### src/rtl/cmp_pkg.sv
// Shared types for the digit-serial integer comparator: operator and FSM
// encodings plus the flag-to-result mapping.
package cmp_pkg;

   typedef enum logic [2:0] {
      OP_LT = 3'd0,
      OP_LE = 3'd1,
      OP_GT = 3'd2,
      OP_GE = 3'd3,
      OP_EQ = 3'd4,
      OP_NE = 3'd5
   } cmp_op_e;

   typedef enum logic [1:0] {
      ST_IDLE = 2'd0,
      ST_SCAN = 2'd1,
      ST_DONE = 2'd2
   } cmp_state_e;

   // Encodings 6 and 7 are reserved and always yield 0.
   function automatic logic op_result(input logic [2:0] op, input logic lt, input logic gt);
      logic eq;
      eq = !lt && !gt;
      case (op)
         OP_LT:   return lt;
         OP_LE:   return lt | eq;
         OP_GT:   return gt;
         OP_GE:   return gt | eq;
         OP_EQ:   return eq;
         OP_NE:   return !eq;
         default: return 1'b0;
      endcase
   endfunction

endpackage

### src/rtl/cmp_digit.sv
// Combinational unsigned magnitude compare of one DIGIT-bit slice.
module cmp_digit #(
   parameter int DIGIT = 8
) (
   input  logic [DIGIT-1:0] a,
   input  logic [DIGIT-1:0] b,
   output logic             lt,
   output logic             gt
);

   assign lt = (a < b);
   assign gt = (a > b);

endmodule

### src/rtl/cmp_int_serial.sv
// Digit-serial signed/unsigned comparator, MSB digit first, with optional
// early exit on the first differing digit.
module cmp_int_serial
   import cmp_pkg::*;
#(
   parameter int WIDTH      = 64,
   parameter int DIGIT      = 8,
   parameter bit EARLY_EXIT = 1'b1
) (
   input  logic             clk,
   input  logic             rst,
   input  logic             start,
   input  logic [2:0]       op,
   input  logic             is_signed,
   input  logic [WIDTH-1:0] A,
   input  logic [WIDTH-1:0] B,
   output logic             busy,
   output logic             done,
   output logic             Y
);

   localparam int N  = WIDTH / DIGIT;
   localparam int KW = (N > 1) ? $clog2(N) : 1;
   localparam logic [KW-1:0] K_LAST = KW'(N - 1);

   generate
      if ((WIDTH % DIGIT) != 0 || DIGIT < 1) begin : g_bad_params
         $error("cmp_int_serial: WIDTH must be a positive multiple of DIGIT");
      end
   endgenerate

   cmp_state_e       state_q, state_d;
   logic [WIDTH-1:0] a_q, a_d, b_q, b_d;
   logic [2:0]       op_q, op_d;
   logic [KW-1:0]    k_q, k_d;
   logic             lt_q, lt_d, gt_q, gt_d, y_q, y_d;

   logic dig_lt, dig_gt, lt_n, gt_n, decide;

   // Operands shift left each cycle, so the current digit always sits at the top.
   cmp_digit #(.DIGIT(DIGIT)) u_digit (
      .a  (a_q[WIDTH-1 -: DIGIT]),
      .b  (b_q[WIDTH-1 -: DIGIT]),
      .lt (dig_lt),
      .gt (dig_gt)
   );

   always_comb begin
      state_d = state_q;
      a_d     = a_q;
      b_d     = b_q;
      op_d    = op_q;
      k_d     = k_q;
      lt_d    = lt_q;
      gt_d    = gt_q;
      y_d     = y_q;

      // Flags are sticky: once either is set, later digits are ignored.
      lt_n   = lt_q | (!lt_q && !gt_q && dig_lt);
      gt_n   = gt_q | (!lt_q && !gt_q && dig_gt);
      decide = (k_q == K_LAST) || (EARLY_EXIT && (dig_lt || dig_gt));

      case (state_q)
         ST_SCAN: begin
            lt_d = lt_n;
            gt_d = gt_n;
            a_d  = a_q << DIGIT;
            b_d  = b_q << DIGIT;
            k_d  = k_q + KW'(1);
            if (decide) begin
               state_d = ST_DONE;
               y_d     = op_result(op_q, lt_n, gt_n);
            end
         end
         default: begin
            if (start) begin
               state_d = ST_SCAN;
               // Flipping the sign bits maps two's-complement order onto unsigned order.
               a_d          = A;
               b_d          = B;
               a_d[WIDTH-1] = A[WIDTH-1] ^ is_signed;
               b_d[WIDTH-1] = B[WIDTH-1] ^ is_signed;
               op_d         = op;
               k_d          = '0;
               lt_d         = 1'b0;
               gt_d         = 1'b0;
            end else begin
               state_d = ST_IDLE;
            end
         end
      endcase
   end

   always_ff @(posedge clk or posedge rst) begin
      if (rst) begin
         state_q <= ST_IDLE;
         a_q     <= '0;
         b_q     <= '0;
         op_q    <= '0;
         k_q     <= '0;
         lt_q    <= 1'b0;
         gt_q    <= 1'b0;
         y_q     <= 1'b0;
      end else begin
         state_q <= state_d;
         a_q     <= a_d;
         b_q     <= b_d;
         op_q    <= op_d;
         k_q     <= k_d;
         lt_q    <= lt_d;
         gt_q    <= gt_d;
         y_q     <= y_d;
      end
   end

   assign busy = (state_q == ST_SCAN);
   assign done = (state_q == ST_DONE);
   assign Y    = y_q;

endmodule

### config.mk
export PLATFORM = sky130hd
export DESIGN_NAME = cmp_int_serial
export DESIGN_NICKNAME = d
export VERILOG_FILES = /design/src/rtl/cmp_pkg.sv /design/src/rtl/cmp_digit.sv /design/src/rtl/cmp_int_serial.sv
export SDC_FILE = /design/constraint.sdc
export NUM_CORES = 1
export LEC_CHECK = 0
export ABC_AREA = 1
export BUFFER_PORTS_ARGS = -buffer_cell sky130_fd_sc_hd__buf_2
export CAP_MARGIN = 20
export CORE_ASPECT_RATIO = 0.5
export CORE_MARGIN = 5
export CORE_UTILIZATION = 38
export CTS_CLUSTER_DIAMETER = 60
export CTS_CLUSTER_SIZE = 30
export DETAILED_ROUTE_END_ITERATION = 8
export GPL_TIMING_DRIVEN = 0
export PLACE_DENSITY = 0.65
export SLEW_MARGIN = 20
export SYNTH_ARGS = -nofsm -noshare
export SYNTH_HDL_FRONTEND = slang
export SYNTH_SLANG_ARGS = --single-unit
### constraint.sdc
create_clock -name clk -period 4.9 [get_ports clk]
set_input_delay 0.735 -clock clk [delete_from_list [all_inputs] [get_ports clk]]
set_output_delay 0.735 -clock clk [all_outputs]
set_load 0.01 [all_outputs]
# == After elaboration in Yosys (flattened, before gate mapping) ==
# Index checks and enable logic that the tools add are counted.
# Widths: inputs -> output; s select.
# classes
muxes,13
add_sub_neg,1
reduce_logical,15
bitwise,7
shifts,0
eq_ne,9
mul,0
magnitude_cmp,2
div,0
# ops
op,count
$mux 64,4
$eq 3x3->1 const B,3
$gt 8x8->1,1
$lt 8x8->1,1
$eq 3x2->1 const B,2
$mux 3,2
$pmux 1 s6,1
$logic_not 1->1,5
$logic_and 1x1->1,4
$mux 1,4
$mux 2,2
$or 1x1->1,4
$reduce_and 2->1,2
$add 3x1->3 const B,1
$eq 3x1->1 const B,1
$logic_not 3->1,1
$eq 2x1->1 const B,1
$eq 2x2->1 const B,1
$logic_or 1x1->1,2
$ne 2x1->1 const B,1
$reduce_bool 2->1,1
$xor 1x1->1,2
$not 1->1,1
# totals
ramBits,0
input_bits,135
reg_bits,139
latchBits,0
wordCells,55
mem_bits_ro,0
out_inout_bits,3
n_memories,0

# == Logic depth before layout (Yosys ltp) ==
# Gate-level depths: netlist (run 1).
# depth
word_depth,8
mapped_depth,16

# == Hierarchy ==
# Synthesis (run 1) repeated with hierarchy kept, for this count alone.
# unflattened
hier_cells,744
hier_area_um2,6253.5
# by_module_without_submodules
module,cells_each,instances,area_per_inst_um2,seq_area_each_um2
cmp_int_serial,706,1,6027.0,3478.3
cmp_digit,38,1,226.5,0.0

# == Worst setup path before layout (run 1) ==
# OpenSTA, ideal clock, no wires.
# synth_path
kind,register to output
startpoint,reg state_q[1]
endpoint,out busy
slack_ps,3260
stages_incl_launch_ff,5
arrival_time_ps,905
cell_sequence,dfrtp_1 inv_2 nand2_2 inv_4 clkbuf_1
# synth_via
elab_chain_len,1
# synth_rtl
element,line,rtl
"start, declared",cmp_int_serial.sv:32,"cmp_state_e state_q, state_d;"
"start signal, assigned",cmp_int_serial.sv:105,state_q <= state_d;
$eq 2x1->1,cmp_int_serial.sv:116,assign busy = (state_q == ST_SCAN);
"end, declared",cmp_int_serial.sv:17,"output logic busy,"
# Every way passes these cells.

# == Final worst setup path (run 1) ==
# Same ends and word-level chain as after synthesis.

==> impl_metrics.csv, run 1 <==
group,metric,value,unit
route,drcViolationCount,0,
final_layout,nNetsFinal,1033,
setup_path,rrSetupSlack,3160,ps
final_layout,drive_above_1_share,23.2,%
run_status,status,"complete, no violations",
setup_path,slowest_stage,"dfrtp_1",
clock_tree,postCtsSetupRepairBufs,0,
setup_path,r2r-start,"a_q[63]",
clock_tree,numCtsBuffers,17,
global_routing,grt_pass1_wl,26900,µm
clock_tree,root_buffer,"clkbuf_16",
final_layout,seq_area,3480,µm²
clock_tree,clock_latency,420,ps
clock_tree,htreeDepth,4,
clock_tree,cts_tree,"built",
sta,finalCriticalPeriod,2410,ps
setup_path,required,4160,ps
sta,clock.fmax,415,MHz
synthesis,ys_seq_area_share,56.1,%
global_routing,track_usage,17.9,%
setup_path,start_kind,"flop",
synthesis,synth_nets,876,
clock_tree,clock_path_buffers,2,
setup_path,cp_max_fo,10,
power_and_ir_drop,p_leak,3.99,nW
setup_path,reg2reg_to,"Y",
floorplan,die_area,19100,µm²
setup_path,worstSetupPathType,"flop to primary output",
route,via_per_inst,4.75,
sta,clock_skew,11.9,ps
min_path,hold_path.class,"primary input to async pin",
global_routing,antenna_found_initial,2,
sta,drv_slew,0,
route,wl_per_cell,14.7,µm
global_routing,grt_overflow_total,0,
final_layout,areaGrowthSynthToFinish,25.6,%
route,drtAntennaViolNets,0,
setup_path,crit_path_cell_trace,"inv_2, nand2_2, inv_4, clkbuf_1, buf_2",
floorplan,io_pins,138,
synthesis,synth-seq-cells,139,
final_layout,final_util,48.1,%
floorplan,coreArea,16200,µm²
floorplan,dieWidth,191,µm
synthesis,syn_area,6200,µm²
global_routing,grt_max_degree,99,
sta,max_slew.worst_pin.slew,605,ps
final_layout,diodes,0,
synthesis,avgSynthCellArea,8.48,µm²
setup_path,cp_num_buf_inv,4,
sta,rsz0062_at_grt,"no",
placed_design,portBuffers,137,
global_routing,grt_pass1_vias,5323,
power_and_ir_drop,powerDensity,620,nW/µm²
synthesis,synth_cell_type_count,26,
clock_tree,cts_hold_buf,0,
power_and_ir_drop,finalPower,4.82,mW
clock_tree,clock_sinks,139,
sta,hold_viol_final,0,
final_layout,multi_input_area,2390,µm²
setup_path,cp_top_family,"buffers and inverters",
job,maxCapViolCount,0,
final_layout,fillers,1633,
floorplan,rows,33,
setup_path,critPathCaptureType,"primary output",
route,wl,16600,µm
clock_tree,cts.clk_slew.worst_paths,60,ps
placed_design,gp_congestion,0.820,
floorplan,die_h,100,µm
setup_path,critPathMaxStageDelay,370,ps
floorplan,start_util,38.3,%
power_and_ir_drop,ir_drop,0.239,mV
clock_tree,ctsResizeCount,0,
synthesis,syn_inst,731,
sta,relSlewSlack,59.7,%
sta,finalSetupViolations,0,
route,drtIter0Drc,334,
placed_design,hpwl,12300,µm
route,drtPass1Iterations,5,
setup_path,cp.arrival,1670,ps
route,vias,5360,
setup_path,r2r_cells,10,
sta,period_share,49.2,%
synthesis,yosys_warnings,0,
## metrics by stage
step	worst slack, ps	setup TNS, ps	cell area (µm²)	instances	hold slack, ps
after CTS	2470	0	7780	1128	305
after global placement	-1170	-161700	7170	1095	461
final	2490	0	7780	1128	305
after floorplan	440	0	6200	731	452
after detailed placement	2910	0	7200	1096	470
after global routing	2370	0	7780	1128	321
## layout by cell type, fill, tap and decap left out, types with 2 or more instances in the layout
| cell | Yosys | routed |
|---|---|---|
| buf_2 | 12 | 149 |
| nor2_2 | 2 | 2 |
| clkbuf_1 | 8 | 8 |
| nor2_4 | 2 | 2 |
| inv_2 | 3 | 3 |
| inv_6 | 0 | 4 |
| clkinvlp_4 | 0 | 5 |
| nand3_1 | 105 | 105 |
| inv_8 | 0 | 4 |
| o21ai_1 | 4 | 4 |
| o211ai_1 | 11 | 11 |
| buf_1 | 4 | 4 |
| dfrtp_1 | 139 | 139 |
| clkinv_4 | 0 | 2 |
| buf_4 | 16 | 16 |
| nor3_1 | 2 | 2 |
| inv_1 | 22 | 21 |
| nor2_1 | 6 | 6 |
| ha_1 | 10 | 10 |
| nand2_1 | 352 | 352 |
| a22o_1 | 18 | 18 |
| o21ai_0 | 3 | 3 |
| clkbuf_16 | 0 | 17 |
| nand4_1 | 3 | 3 |
| xnor2_1 | 2 | 2 |
| a21oi_1 | 2 | 2 |
## where the power goes
part	leakage, nW	switching (mW)	internal (mW)
sequential	1.74	0.285	1.67
clock	0.269	0.538	0.716
combinational	1.98	1.00	0.608
## cell type report
| type | count | share of cell area [%] |
|---|---|---|
| Sequential cell | 139 | 44.7 |
| Clock inverter | 15 | 1.98 |
| Buffer | 40 | 2.89 |
| Tap cell | 227 | 3.65 |
| Timing Repair Buffer | 138 | 9.17 |
| Multi-Input combinational cell | 526 | 30.8 |
| Clock buffer | 17 | 5.47 |
| Inverter | 26 | 1.38 |
## state kept, by name, indices dropped and copies added, names as in the netlist
register / cells
lt_q: 1
op_q: 3
gt_q: 1
state_q: 2
k_q: 3
Y: 1
a_q: 64
b_q: 64
## worst max path at each step
stage                     slack (ps)  depth (start not counted)       start  endpoint
final                           2490                          5  state_q[1]      busy
after global routing            2370                          5  state_q[1]      busy
after CTS                       2470                          5  state_q[1]      busy
after detailed placement        2910                          5  state_q[1]      busy
after global placement         -1170                          2         rst    a_q[2]
after floorplan                  440                          1         rst         Y
## cell families after synthesis
group | count (synthesis) | share of synthesized area, %
fa+ha+maj | 10 | 2.02
flops | 139 | 56.1
simple gates | 474 | 31.5
xor+xnor | 2 | 0.283
compound gates | 40 | 4.87
buf+inv | 66 | 5.25
## cells in the mapped netlist
library cell / number / area share, %
a21o_1: 1 / 0.12
a21oi_1: 2 / 0.16
a22o_1: 18 / 2.5
buf_1: 4 / 0.24
buf_2: 12 / 0.97
buf_4: 16 / 1.9
clkbuf_1: 8 / 0.48
dfrtp_1: 139 / 56
ha_1: 10 / 2.0
inv_1: 22 / 1.3
inv_2: 3 / 0.18
inv_4: 1 / 0.10
nand2_1: 352 / 21
nand2_2: 1 / 0.10
nand3_1: 105 / 8.5
nand3_2: 1 / 0.16
nand4_1: 3 / 0.30
nor2_1: 6 / 0.36
nor2_2: 2 / 0.20
nor2_4: 2 / 0.36
nor3_1: 2 / 0.16
o211ai_1: 11 / 1.3
o21ai_0: 3 / 0.24
o21ai_1: 4 / 0.32
o221ai_1: 1 / 0.14
xnor2_1: 2 / 0.28
## metal layers
layer / share of wire (%) / wire, µm / track usage [%]
met5: 0.19 / 31 / 0
met3: 4.1 / 673 / 3.61
met1: 46 / 7650 / 24.3
met4: 1.4 / 225 / 5.18
met2: 48 / 7980 / 29.3
## worst register-to-register path, delay by kind of cell (launching register included)
family | cells | cell delay [ps]
AOI/OAI and AO/OA | 2 | 300
adders and majority gates | 1 | 320
DFF | 1 | 390
and+or+nand+nor | 7 | 620
Note: power is estimated with default switching activity, not from simulation.
==> run 2: changes to the inputs <==
--- a/config.mk
+++ b/config.mk
@@ -15,7 +15,7 @@
 export CTS_CLUSTER_SIZE = 30
 export DETAILED_ROUTE_END_ITERATION = 8
 export GPL_TIMING_DRIVEN = 0
-export PLACE_DENSITY = 0.65
+export PLACE_DENSITY = 0.68
 export SLEW_MARGIN = 20
 export SYNTH_ARGS = -nofsm -noshare
 export SYNTH_HDL_FRONTEND = slang
==> constraint.sdc (replaced) <==
create_clock -name clk -period 2.2 [get_ports clk]
set_input_delay 0.33 -clock clk [delete_from_list [all_inputs] [get_ports clk]]
set_output_delay 0.33 -clock clk [all_outputs]
set_load 0.01 [all_outputs]
==> run 2 against run 1 <==
Compared with the run above: count of clock-buffer cells in the layout is 1 higher; routed wire length is 1.5% higher; via count is 0.50% higher; critical path depth stayed put; critical path type unchanged; largest cell class unchanged; clock power is 130% higher.
==> impl_metrics.csv, run 2 (synthesis results as in run 1) <==
group,metric,value,unit
run_status,status,"complete, no violations",
route,drtPass1Iterations,6,
min_path,min_from,"B[28]",
global_routing,track_usage,18.3,%
sta,clock_skew,11.0,ps
floorplan,rows,33,
power_and_ir_drop,p_leak,4.03,nW
global_routing,grt_pass1_vias,5430,
route,wl,16800,µm
setup_path,cp.arrival,1680,ps
setup_path,reg2reg_to,"Y",
sta,clock.fmax,497,MHz
final_layout,diodes,0,
sta,drv_slew,0,
sta,finalCriticalPeriod,2010,ps
power_and_ir_drop,finalPower,10.9,mW
placed_design,gp_congestion,0.836,
sta,fin_tns_setup,0,ps
setup_path,start_kind,"flop",
final_layout,areaGrowthSynthToFinish,27.2,%
floorplan,dieWidth,191,µm
floorplan,die_area,19100,µm²
placed_design,portBuffers,137,
setup_path,cp_max_fo,10,
route,drtIter0Drc,350,
min_path,hold_path.class,"primary input to flop",
clock_tree,root_buffer,"clkbuf_16",
power_and_ir_drop,powerDensity,1380,nW/µm²
clock_tree,cts_tree,"built",
global_routing,grt_overflow_total,0,
route,vias,5387,
global_routing,antenna_found_initial,1,
min_path,whs_path_depth,3,
sta,relSlewSlack,62.8,%
clock_tree,clock_latency,420,ps
clock_tree,clock_sinks,139,
route,via_per_inst,4.75,
floorplan,io_pins,138,
job,maxCapViolCount,0,
sta,period_share,91.5,%
route,drcViolationCount,0,
global_routing,grt_pass1_wl,27400,µm
route,drtAntennaViolNets,0,
final_layout,final_common_cell,"nand2_1",
floorplan,start_util,38.3,%
setup_path,r2r_cells,10,
min_path,holdPathEnd,"b_q[28]",
setup_path,critPathCaptureType,"primary output",
final_layout,drive_above_1_share,23.4,%
final_layout,nNetsFinal,1038,
route,wl_per_cell,14.8,µm
sta,holdWs,111,ps
placed_design,placed_area,7290,µm²
setup_path,required,1870,ps
clock_tree,clock_path_buffers,2,
global_routing,grt_max_degree,33,
clock_tree,htreeDepth,4,
final_layout,mostFrequentLayoutCells,"352 x nand2_1, 149 x buf_2, 139 x dfrtp_1",
sta,finalSetupViolations,0,
sta,max_slew.worst_pin.slew,558,ps
sta,hold_viol_final,0,
clock_tree,numCtsBuffers,17,
sta,rsz0062_at_grt,"no",
floorplan,die_h,100,µm
placed_design,hpwl,12700,µm
setup_path,rrSetupSlack,510,ps
setup_path,worstSetupPathType,"flop to primary output",
power_and_ir_drop,ir_drop,0.477,mV
final_layout,postLayoutCellArea,7890,µm²
clock_tree,postCtsSetupRepairBufs,0,
clock_tree,cts.clk_slew.worst_paths,70,ps
setup_path,r2r-start,"a_q[63]",
floorplan,coreArea,16200,µm²
final_layout,reg.largest.list,"a_q (64), b_q (64)",
-- run 2: repair_timing --
action / CTS / global route
hold buffers: 1 / 0
gates resized for setup: 0 / 0
endpoints found under the hold margin: 14 / 0
-- run 2: final cells by class --
cell class	instances	area (µm²)
fill	1570	8300
sequential	139	3480
multi-input combinational	526	2390
timing repair buffer	143	811
clock buffer	18	429
tap	227	284
buffer	40	225
clock inverter	14	160
inverter	26	104
-- run 2: worst max-delay path, cell delays in order, from the launching register on --
cell      delay, ps
dfrtp_1         370
inv_2            60
nand2_2          90
inv_4           170
clkbuf_1        360
buf_2           210
-- run 2: worst max path at each step --
| stage | to | cells after the start | slack [ps] | from |
|---|---|---|---|---|
| 3_5_place_dp | Y | 10 | 540 | a_q[63] |
| 4_1_cts | busy | 5 | 160 | state_q[1] |
| 3_3_place_gp | a_q[2] | 2 | -780 | rst |
| 6_report | busy | 5 | 190 | state_q[1] |
| 2_1_floorplan | Y | 1 | 130 | rst |
| 5_1_grt | busy | 5 | 30 | state_q[1] |
-- run 2: per-stage QoR --
stage	worst slack, ps	instances	util [%]
final	187	1133	48.7
after global routing	33.5	1133	48.7
after CTS	163	1133	48.7
after detailed placement	542	1100	45.0
after global placement	-780	1095	44.3
after floorplan	135	731	-
-- run 2: where the power goes --
| part | internal, mW | switching [mW] | leakage (nW) |
|---|---|---|---|
| Clock | 1.69 | 1.18 | 0.275 |
| Sequential | 3.73 | 0.639 | 1.74 |
| Combinational | 1.38 | 2.25 | 2.02 |
-- run 2: layer usage --
| layer | share of wire, % | global-route usage (%) | vias to the layer above |
|---|---|---|---|
| li1 | - | - | 2683 |
| met1 | 45 | 24.8 | 2561 |
| met2 | 49 | 29.7 | 118 |
| met3 | 4.5 | 3.65 | 23 |
| met4 | 1.4 | 6.18 | 2 |
| met5 | 0.077 | 0 | - |
